===== src/rtl/mistral_mac_pipe.sv =====
// Registered Mistral DSP multiply-accumulate primitive: optional input and product
// registers ahead of a wrap-around accumulator, with a valid flag riding alongside the data.
module mistral_mac_pipe #(
  parameter int unsigned A_WIDTH   = 18,
  parameter int unsigned B_WIDTH   = 18,
  parameter bit          A_SIGNED  = 1'b1,
  parameter bit          B_SIGNED  = 1'b1,
  parameter int unsigned ACC_WIDTH = 64,
  parameter bit          INPUT_REG = 1'b1,
  parameter bit          PIPE_REG  = 1'b1
) (
  input  logic                 CLK,
  input  logic                 ACLR,
  input  logic                 ENA,
  input  logic                 IN_VALID,
  input  logic [A_WIDTH-1:0]   A,
  input  logic [B_WIDTH-1:0]   B,
  input  logic                 ACCUMULATE,
  input  logic                 NEGATE,
  output logic                 OUT_VALID,
  output logic [ACC_WIDTH-1:0] Y
);

  // Stage 0 view of the operands and controls (registered or straight from the ports)
  logic [A_WIDTH-1:0]   s0_a;
  logic [B_WIDTH-1:0]   s0_b;
  logic                 s0_valid;
  logic                 s0_acc;
  logic                 s0_neg;

  // Stage 1 view of the product and its controls
  logic [ACC_WIDTH-1:0] s1_p;
  logic                 s1_valid;
  logic                 s1_acc;
  logic                 s1_neg;

  logic                 a_sign;
  logic                 b_sign;
  logic [ACC_WIDTH-1:0] a_ext;
  logic [ACC_WIDTH-1:0] b_ext;
  logic [ACC_WIDTH-1:0] product;
  logic [ACC_WIDTH-1:0] term;

  generate
    if (INPUT_REG) begin : g_input_reg
      // NOTE: sequential state uses non-blocking assignments so every register samples
      // the pre-edge value of its neighbours, independent of block ordering.
      always_ff @(posedge CLK or negedge ACLR) begin
        if (!ACLR) begin
          s0_a     <= '0;
          s0_b     <= '0;
          s0_valid <= 1'b0;
          s0_acc   <= 1'b0;
          s0_neg   <= 1'b0;
        end else if (ENA) begin
          s0_a     <= A;
          s0_b     <= B;
          s0_valid <= IN_VALID;
          s0_acc   <= ACCUMULATE;
          s0_neg   <= NEGATE;
        end
      end
    end else begin : g_input_bypass
      assign s0_a     = A;
      assign s0_b     = B;
      assign s0_valid = IN_VALID;
      assign s0_acc   = ACCUMULATE;
      assign s0_neg   = NEGATE;
    end
  endgenerate

  // Widening to the accumulator width makes the truncated product exact modulo 2^ACC_WIDTH.
  assign a_sign  = A_SIGNED ? s0_a[A_WIDTH-1] : 1'b0;
  assign b_sign  = B_SIGNED ? s0_b[B_WIDTH-1] : 1'b0;
  assign a_ext   = {{(ACC_WIDTH - A_WIDTH){a_sign}}, s0_a};
  assign b_ext   = {{(ACC_WIDTH - B_WIDTH){b_sign}}, s0_b};
  assign product = a_ext * b_ext;

  generate
    if (PIPE_REG) begin : g_pipe_reg
      always_ff @(posedge CLK or negedge ACLR) begin
        if (!ACLR) begin
          s1_p     <= '0;
          s1_valid <= 1'b0;
          s1_acc   <= 1'b0;
          s1_neg   <= 1'b0;
        end else if (ENA) begin
          s1_p     <= product;
          s1_valid <= s0_valid;
          s1_acc   <= s0_acc;
          s1_neg   <= s0_neg;
        end
      end
    end else begin : g_pipe_bypass
      assign s1_p     = product;
      assign s1_valid = s0_valid;
      assign s1_acc   = s0_acc;
      assign s1_neg   = s0_neg;
    end
  endgenerate

  assign term = s1_neg ? (~s1_p + 1'b1) : s1_p;

  // Invalid slots only clear the output flag; the accumulator keeps its value.
  always_ff @(posedge CLK or negedge ACLR) begin
    if (!ACLR) begin
      Y         <= '0;
      OUT_VALID <= 1'b0;
    end else if (ENA) begin
      OUT_VALID <= s1_valid;
      if (s1_valid) begin
        Y <= s1_acc ? (Y + term) : term;
      end
    end
  end

endmodule


===== config.mk =====
export PLATFORM = sky130hd
export DESIGN_NAME = mistral_mac_pipe
export DESIGN_NICKNAME = d
export VERILOG_FILES = /design/src/rtl/mistral_mac_pipe.sv
export SDC_FILE = /design/constraint.sdc
export NUM_CORES = 1
export LEC_CHECK = 0
export ABC_AREA = 1
export BUFFER_PORTS_ARGS = -buffer_cell sky130_fd_sc_hd__buf_2
export CAP_MARGIN = 20
export CORE_MARGIN = 2
export CORE_UTILIZATION = 50
export DETAILED_ROUTE_END_ITERATION = 8
export GPL_TIMING_DRIVEN = 0
export PLACE_DENSITY = 0.67
export SETUP_SLACK_MARGIN = 0.4
export SLEW_MARGIN = 30
export SYNTH_ARGS = -nofsm -noshare
export SYNTH_HDL_FRONTEND = slang
export SYNTH_SLANG_ARGS = --single-unit

===== constraint.sdc =====
create_clock -name CLK -period 18.2 [get_ports CLK]
set_input_delay 0 -clock CLK [delete_from_list [all_inputs] [get_ports CLK]]
set_output_delay 0 -clock CLK [all_outputs]
set_load 0.05 [all_outputs]

==> impl_metrics.env <==
export IMPL_cp_start_kind="register"
export IMPL_dpl_cell_count=4422
export IMPL_ys_flop_type="dfrtp_1"
export IMPL_htreeDepth=4
export IMPL_critPathMaxFanout=10
export IMPL_first_pass_iters=6
export IMPL_syn_nets=4173
export IMPL_synth_async_reset_ratio_pct=100
export IMPL_detail_route_iter0_violations=1772
export IMPL_syn_area_per_cell_um2=6.90
export IMPL_path_class="register to register"
export IMPL_period_minus_slack_ns=7.54
export IMPL_track_usage_pct=31.9
export IMPL_fp_dieW_um=228
export IMPL_hold_ws_ns=0.0371
export IMPL_vias_per_cell=5.13
export IMPL_hold_path_class="input port to asynchronous set/reset pin"
export IMPL_core_mm2=0.0499
export IMPL_drive_gt1_share_pct=6.75
export IMPL_syn_area_mm2=0.0252
export IMPL_fin_area_mm2=0.0276
export IMPL_postRouteAntennaNets=0
export IMPL_post_cts_resized=0
export IMPL_finalHoldViolCount=0
export IMPL_die_h_um=228
export IMPL_reg2reg_slack_ns=10.66
export IMPL_wl_per_cell_um=18.0
export IMPL_fin_tns_setup_ns=0
export IMPL_drcViolationCount=0
export IMPL_layout_nets=4338
export IMPL_fillCellCount=5036
export IMPL_timing_rr_end="s1_p[62]"
export IMPL_r2r_start="s0_a[17]"
export IMPL_num_vias=23046
export IMPL_numClockSinks=143
export IMPL_arrival_ns=7.92
export IMPL_crit_end="s1_p[62]"
export IMPL_final_common_cell="nand2_1"
export IMPL_synthCells=3644
export IMPL_cts_made_buffers=17
export IMPL_cp_cell_sequence="clkbuf_1, buf_1, nand2_1, inv_1, fa_1, inv_1, fa_1, inv_1, ha_1, inv_1, fa_1, inv_1, fa_1, inv_1, fa_1, inv_1, ha_1, inv_1, nor3_1, nand2_1, o21ai_0, o21ai_0, nand3_1, nand2_1"
export IMPL_io_pins=107
export IMPL_timing_slew_headroom_pct=36.4
export IMPL_synth_edf_count=0
export IMPL_grt_pass1_wl_mm=127
export IMPL_worst_slew_pin_transition_ns=0.955
export IMPL_placed_cell_area_mm2=0.0266
export IMPL_areaGrowthSynthToFinish_pct=9.56
export IMPL_max_cap_viol_count=0
export IMPL_dp_hpwl_mm=68.5
export IMPL_io_buffer_count=105
export IMPL_initial_core_util_pct=50.5
export IMPL_first_global_vias=23212
export IMPL_cts_root_buffer="clkbuf_16"
export IMPL_row_count=82
export IMPL_diodes=0
export IMPL_grt_max_degree=82
export IMPL_end_kind="register"
export IMPL_clk_pin_slew_ns=0.08
export IMPL_overflow=0
export IMPL_ys_warn_count=0
export IMPL_synth_cell_types=51
export IMPL_fin_crit_sh_pct=41.4
export IMPL_cp_required_ns=18.58
export IMPL_die_area_mm2=0.0521
export IMPL_synth_seq_area_share_pct=14.2
export IMPL_ys_seq_elements=143
export IMPL_finalClockSkew_ns=0.0187
export IMPL_stdcell_count=4494
export IMPL_worst_path_max_delay_cell="fa_1"
export IMPL_finalSetupViolations=0
export IMPL_cts_tree="done"
export IMPL_slowest_delay_ns=0.65
export IMPL_wirelength_mm=81.0
export IMPL_fmax_ghz=0.133
export IMPL_run_status="completed"
export IMPL_grt_setup_unrepaired="false"
export IMPL_r2r_cells=24
export IMPL_antenna_found_initial=2
export IMPL_cpMostUsedCell="inv_1"
export IMPL_clkLatencyLatePin_ns=0.50
export IMPL_crit_start="s0_a[17]"
export IMPL_clock_path_buffers=2
export IMPL_slew_violations=0
export IMPL_gp_congestion=0.991
export IMPL_layout_common_cells="nand2_1 (1099), inv_1 (863), fa_1 (330), nor2_1 (211), ha_1 (157)"
## how the worst min path moves through the flow
stage / start / slack (ns) / depth (start not counted) / to
after floorplan: ACLR / -0.30 / 0 / OUT_VALID
after global placement: B[4] / 0.20 / 3 / s0_b[4]
after detailed placement: ACLR / -0.01 / 1 / Y[11]
after CTS: ACLR / 0.04 / 2 / Y[7]
after global routing: ACLR / 0.08 / 2 / Y[7]
final: ACLR / 0.04 / 2 / Y[7]
## sequential cells by signal, summed over array words and instances, names as in the netlist, 18 cells and up
name  cells
s0_a     18
s1_p     36
Y        64
s0_b     18
## layout make-up
cell class / instances / area, um2 / area share, %
clock buffer: 19 / 453 / 1.64
timing repair buffer: 146 / 963 / 3.50
tap: 672 / 841 / 3.05
sequential: 143 / 3580 / 13.0
buffer: 119 / 484 / 1.76
clock inverter: 13 / 149 / 0.540
multi-input combinational: 2493 / 17800 / 64.4
inverter: 889 / 3340 / 12.1
## cell families after synthesis
group                      count (synthesis)  synth area share (%)
DFF                                      143                  14.2
xor gates and xnor gates                  75                  2.64
adders and majority gates                487                  34.1
buffers and inverters                   1008                  15.2
and+or+nand+nor                         1599                  26.4
AOI/OAI and AO/OA                        332                  7.50
## critical path, delay by kind of cell (launching register included)
family | cells | cell delay [ns]
AOI/OAI and AO/OA | 2 | 0.53
adders and majority gates | 7 | 3.72
buffers and inverters | 10 | 2.23
and+or+nand+nor | 5 | 0.61
DFF | 1 | 0.33
## repair_timing
| item | CTS | global route |
|---|---|---|
| endpoints found under the setup margin | 0 | 0 |
| hold buffers | 40 | 0 |
| endpoints found under the hold margin | 182 | 0 |
| buffers inserted | 0 | 0 |
## per-stage QoR
stage | setup WS [ns] | util (%)
final | 10.66 | 55.3
after global routing | 10.25 | 55.3
after CTS | 10.72 | 55.3
after detailed placement | 10.75 | 53.3
after global placement | 10.82 | 53.2
after floorplan | 12.23 | -
## metal layers
metal	wire [um]	global-route usage, %	up-vias
met5	13	0	-
met4	3760	13.6	2
met3	4750	4.77	177
met2	39200	55.9	830
met1	33300	39.2	10896
li1	-	-	11141
## synthesized netlist by cell type, types with 2 or more instances
cell      instances  area share, %
nand2_4           2          0.090
clkinv_1          5          0.075
a21boi_1          2          0.060
buf_2             6           0.12
inv_1           863             13
a21oi_1         132            2.6
nand4_1          29           0.72
a31oi_1           4          0.099
o21ai_0         103            2.0
nand3b_1         10           0.30
o21ai_2           3           0.10
nor4_1            5           0.12
fa_1            330             26
nor2_2           22           0.55
nor2_1          211            3.1
nand2_1        1099             16
or2_1             6           0.15
dfrtp_1         143             14
o21ai_1          21           0.42
and3_1            3          0.075
a21o_1            8           0.24
o21bai_1         17           0.51
clkbuf_1         86            1.3
buf_1            22           0.33
o21a_1            6           0.18
nor3_2            5           0.20
xor2_1           44            1.5
nand3_1         154            3.1
buf_4             3          0.090
ha_1            157            7.8
a21oi_2          22           0.77
and2_1            2          0.050
or2_2             5           0.12
nor3_1           18           0.36
xnor2_1          30            1.0
nand2_2          14           0.35
nand3_2           4           0.16
inv_2            20           0.30
nor2_4            6           0.27
o211ai_1         11           0.33
Power is not shown: default switching activity piles up to over one toggle a cycle in this logic, so the estimate is an artifact.
